## config.mk

```make
export PLATFORM = sky130hd
export DESIGN_NAME = dqs_wr_gen
export DESIGN_NICKNAME = d
export VERILOG_FILES = /design/src/rtl/dqs_wr_gen.sv
export SDC_FILE = /design/constraint.sdc
export NUM_CORES = 1
export LEC_CHECK = 0
export CORE_MARGIN = 2
export CORE_UTILIZATION = 46
export CTS_CLUSTER_SIZE = 16
export DETAILED_ROUTE_END_ITERATION = 16
export PLACE_DENSITY = 0.75
export SLEW_MARGIN = 40
export SYNTH_ARGS = -nofsm -noshare
export SYNTH_HDL_FRONTEND = slang
export SYNTH_SLANG_ARGS = --single-unit
```

## constraint.sdc

```tcl
create_clock -name pclk -period 2.39 [get_ports pclk]
set_input_delay 0.3585 -clock pclk [delete_from_list [all_inputs] [get_ports pclk]]
set_output_delay 0.3585 -clock pclk [all_outputs]
set_load 0.01 [all_outputs]
```

## src/rtl/dqs_wr_gen.sv

```systemverilog
// dqs_wr_gen: DDR write DQS pattern generator (preamble, BL8 bursts, postamble).
// Ports:
//   pclk     - parallel clock, the only clock
//   rst_n    - asynchronous active-low reset
//   wr_start - single-cycle write request
//   wr_len   - number of BL8 bursts, sampled with wr_start (0 means 16)
//   dqs_pat  - 8-bit DQS pattern for the 8:1 serializer, bit 0 leaves first
//   dqs_oe   - DQS pad drive enable
//   data_en  - high on cycles carrying a BL8 data burst
//   busy     - high whenever the FSM is not idle
//   done     - one-cycle pulse on the final postamble cycle
module dqs_wr_gen #(
   parameter int PRE_CYC  = 1,
   parameter int POST_CYC = 1
) (
   input  logic       pclk,
   input  logic       rst_n,
   input  logic       wr_start,
   input  logic [3:0] wr_len,
   output logic [7:0] dqs_pat,
   output logic       dqs_oe,
   output logic       data_en,
   output logic       busy,
   output logic       done
);
   typedef enum logic [1:0] {IDLE, PRE, BURST, POST} state_t;

   localparam logic [1:0] PRE_LD  = 2'(PRE_CYC);
   localparam logic [1:0] POST_LD = 2'(POST_CYC);

   state_t     state, state_nx;
   logic [4:0] cnt, cnt_nx;
   logic [1:0] pp, pp_nx;
   logic [4:0] len_ld;
   logic       armed;
   logic       start;

   // armed stays low for the first edge after reset release so a request
   // coincident with that edge is dropped.
   assign len_ld = (wr_len == 4'd0) ? 5'd16 : {1'b0, wr_len};
   assign start  = wr_start & armed;

   always_comb begin
      state_nx = state;
      cnt_nx   = cnt;
      pp_nx    = pp;
      unique case (state)
         IDLE: if (start) begin
            state_nx = PRE;
            cnt_nx   = len_ld;
            pp_nx    = PRE_LD;
         end
         PRE: begin
            state_nx = (pp == 2'd1) ? BURST : PRE;
            pp_nx    = pp - 2'd1;
         end
         BURST: if (cnt == 5'd1) begin
            // last burst: a new request chains seamlessly, otherwise postamble
            state_nx = start ? BURST : POST;
            cnt_nx   = start ? len_ld : cnt;
            pp_nx    = start ? pp : POST_LD;
         end else begin
            cnt_nx = cnt - 5'd1;
         end
         POST: begin
            state_nx = (pp == 2'd1) ? IDLE : POST;
            pp_nx    = pp - 2'd1;
         end
         default: state_nx = IDLE;
      endcase
   end

   // outputs are registered from the next state so they describe the
   // state the FSM is in during the following cycle
   always_ff @(posedge pclk or negedge rst_n) begin
      if (!rst_n) begin
         state   <= IDLE;
         cnt     <= '0;
         pp      <= '0;
         armed   <= 1'b0;
         dqs_pat <= 8'h00;
         dqs_oe  <= 1'b0;
         data_en <= 1'b0;
         busy    <= 1'b0;
         done    <= 1'b0;
      end else begin
         state   <= state_nx;
         cnt     <= cnt_nx;
         pp      <= pp_nx;
         armed   <= 1'b1;
         dqs_pat <= (state_nx == BURST) ? 8'h55 : 8'h00;
         dqs_oe  <= state_nx != IDLE;
         data_en <= state_nx == BURST;
         busy    <= state_nx != IDLE;
         done    <= (state_nx == POST) && (pp_nx == 2'd1);
      end
   end
endmodule

```

==> reports/metrics.csv <==
stage,metric,value,unit
sta,drv_slew,0,
sta,min_period,1.787,ns
routing,drt_iter0_drc,39,
global_route,antenna_found_initial,0,
sta,post-route-period-util,0.7478,
cts,cts-resized-gates,0,
floorplanning,die-area,1962,sq um
setup_path,setup.worst_path.start_class,flip-flop,
routing,via_per_inst,5.614,
setup_path,reg2reg_depth,5,
setup_path,endpoint_kind,flip-flop,
sta,fmax,0.5595,GHz
routing,ant_nets,0,
setup_path,cp.required,2.56,ns
floorplanning,core,1506,sq um
cts,insertion_delay,0.28,ns
worst_hold_path,worst_hold_path_type,in2async,
setup_path,r2r_start,cnt[1],
cts,cts-root-buf,clkbuf_4,
synth,yosysSeqAreaShare,0.4355,
sta,setup_viol,0,
synth,synth-warning-count,0,
cts,cts_setup_buffers,0,
setup_path,crit_arrival,1.95,ns
synth,async_flop_share,1.000,
cts,cts.sinks,13,
pwr,p_comb_frac,0.478,
routing,drt-wirelength-per-cell,13.29,um
setup_path,worstPathCellList,inv_1 > ha_1 > or4b_4 > and3b_1 > a222oi_1,
synth,avgSynthCellArea,9.960,sq um
synth,synth_area,747.0,sq um
global_route,grt_max_degree,15,
setup_path,cpPeakStageDelay,0.47,ns
sta,hold_viol,0,
routing,vias,567,
cts,path_clk_slew,0.08,ns
cts,htreeDepth,1,
sta,finClkSkew,0.005864,ns
routing,firstDrtPassIters,4,
global_route,grtUsageTotal,0.1591,
final_layout,nFillCells,148,
synth,synth_ff_type,dfrtp_1,
final_layout,utilization,0.5772,
sta,worstMarginPinSlew,0.5578,ns
pwr,ir_drop,0.7653,mV
placement,dpl.hpwl,995.8,um
pwr,power.leakage,0.4045,nW
pwr,swShare,0.3898,
final_layout,nets,96,
floorplanning,start_util,0.4958,
final_layout,multiInputGateArea,337.8,sq um
final_layout,drive_above_1_share,0.07059,
floorplanning,die_h,44.30,um
synth,syn_inst,75,
placement,io_buffers,14,
pwr,p_clk_frac,0.123,
pwr,switchingPower,0.4312,mW
final_layout,design_area,869.6,sq um
final_layout,regArea,325.3,sq um
floorplanning,fp-row-count,14,
global_route,grt_overflow,0,
setup_path,crit_family,simple AND/OR/NAND/NOR gates,
setup_path,startpoint,cnt[1],
cts,cts_tree,done,
sta,relSlewSlack,0.6270,
final_layout,antenna_cells,0,
placement,place.gp.congestion,0.8271,
job,cap_viol_max_count,0,
routing,drt_wl_total,1342,um
pwr,sequentialPowerShare,0.399,
sta,finalSetupTns,0,ns
setup_path,reg2reg_to,cnt[4],
setup_path,path_class,reg2reg,
cts,cts_buffer_depth,2,
sta,rsz0062_at_grt,no,
synth,ys_types,31,
cts,numCtsBuffers,3,
placement,dpl-instance-area,842.1,sq um
floorplanning,pin_count,19,
outcome,status,"complete, no violations",
global_route,grt_pass1_vias,520,
setup_path,crit_fanout,6,
setup_path,regToRegSetupSlack,0.60,ns
global_route,grt_pass1_wl,2201,um
cts,ctsHoldBuffers,0,
synth,synth-seq-cells,13,
setup_path,critPathBufInv,1,
pwr,internal_power,0.6751,mW
final_layout,syn_to_final_growth,16.42,%
synth,synth_edf_count,0,
setup_path,slowest_stage,or4b_4,
floorplanning,die_w,44.30,um
pwr,pwr_density_cell,1272,nW/um^2
routing,drc,0,
kinds of logic (layout without fill, tap and decap cells):
family	Yosys count	after routing	share of synthesized area
buffers and inverters	16	23	0.1273
multiplexers	1	1	0.01340
other	2	5	0.01005
AO/OA/AOI/OAI	15	15	0.1474
XOR/XNOR	4	4	0.04691
flip-flops	13	13	0.4355
AND/OR/NAND/NOR	21	21	0.1692
adder cells (fa/ha/maj)	3	3	0.05026
final cells by class:
cell class | count | area share
Multi-Input combinational cell | 49 | 0.3885
Timing Repair Buffer | 14 | 0.1612
Inverter | 5 | 0.02158
Clock inverter | 1 | 0.005755
Tap cell | 16 | 0.02302
Clock buffer | 3 | 0.02590
Sequential cell | 13 | 0.3741
worst max-delay path by stage:
stage	slack (ns)	depth (start not counted)	end
after floorplan	0.65	6	cnt[2]
after global placement	0.56	5	cnt[4]
after detailed placement	0.58	5	cnt[4]
after CTS	0.60	5	cnt[4]
after global routing	0.53	5	cnt[2]
final	0.60	5	cnt[4]
power groups by stage:
stage	combinational, mW	clock, mW	sequential [mW]
CTS	0.533	0.141	0.438
finish	0.529	0.136	0.441
floorplan	0.413	0	0.410
global route	0.590	0.150	0.455
detailed placement	0.529	0	0.442
global placement	0.511	0	0.434
stage by stage:
step	hold slack [ns]	total power [mW]	std cells	worst slack (ns)
floorplan	0.06291	0.8222	78	0.6535
global placement	0.4932	0.9444	97	0.5556
detailed placement	0.5043	0.9719	97	0.5770
CTS	0.4542	1.112	101	0.5974
global route	0.4945	1.195	101	0.5268
finish	0.4343	1.106	101	0.6027
sequential cells by signal (all words and copies together), names as in the netlist:
name / flops
busy: 1
done: 1
pp: 2
armed: 1
cnt: 5
dqs_pat: 1
state: 2
Yosys cell counts, types with 2 or more instances:
cell type	instances	area, sq um
dfrtp_1	13	325.3
buf_4	9	67.56
inv_1	5	18.77
a21oi_1	4	20.02
nand2_1	4	15.01
nor2_1	4	15.01
ha_1	3	37.54
nand3b_1	3	22.52
xor2_1	3	26.28
a221o_1	2	20.02
and3_1	2	12.51
and3b_1	2	17.52
conb_1	2	7.510
nor3_1	2	10.01
cells in the final DEF, fill, tap and decap left out, drive strengths merged, types with 2 or more instances in the layout:
cell type and n:
dfrtp 13, nor2 4, nor3 2, a221o 2
a21oi 4, nand2 4, and3b 2, ha 3
clkbuf 3, and3 2, nand3b 3, clkdlybuf4s50 14
xor2 3, inv 5, conb 5
metal layers:
| layer | global-route usage | up-vias | share of wire |
|---|---|---|---|
| li1 | - | 265 | - |
| met1 | 0.1979 | 265 | 0.44 |
| met2 | 0.2529 | 33 | 0.47 |
| met3 | 0.02449 | 4 | 0.065 |
| met4 | 0.1091 | 0 | 0.017 |
| met5 | 0 | - | 0 |
Power figures use the tool's default switching activity.
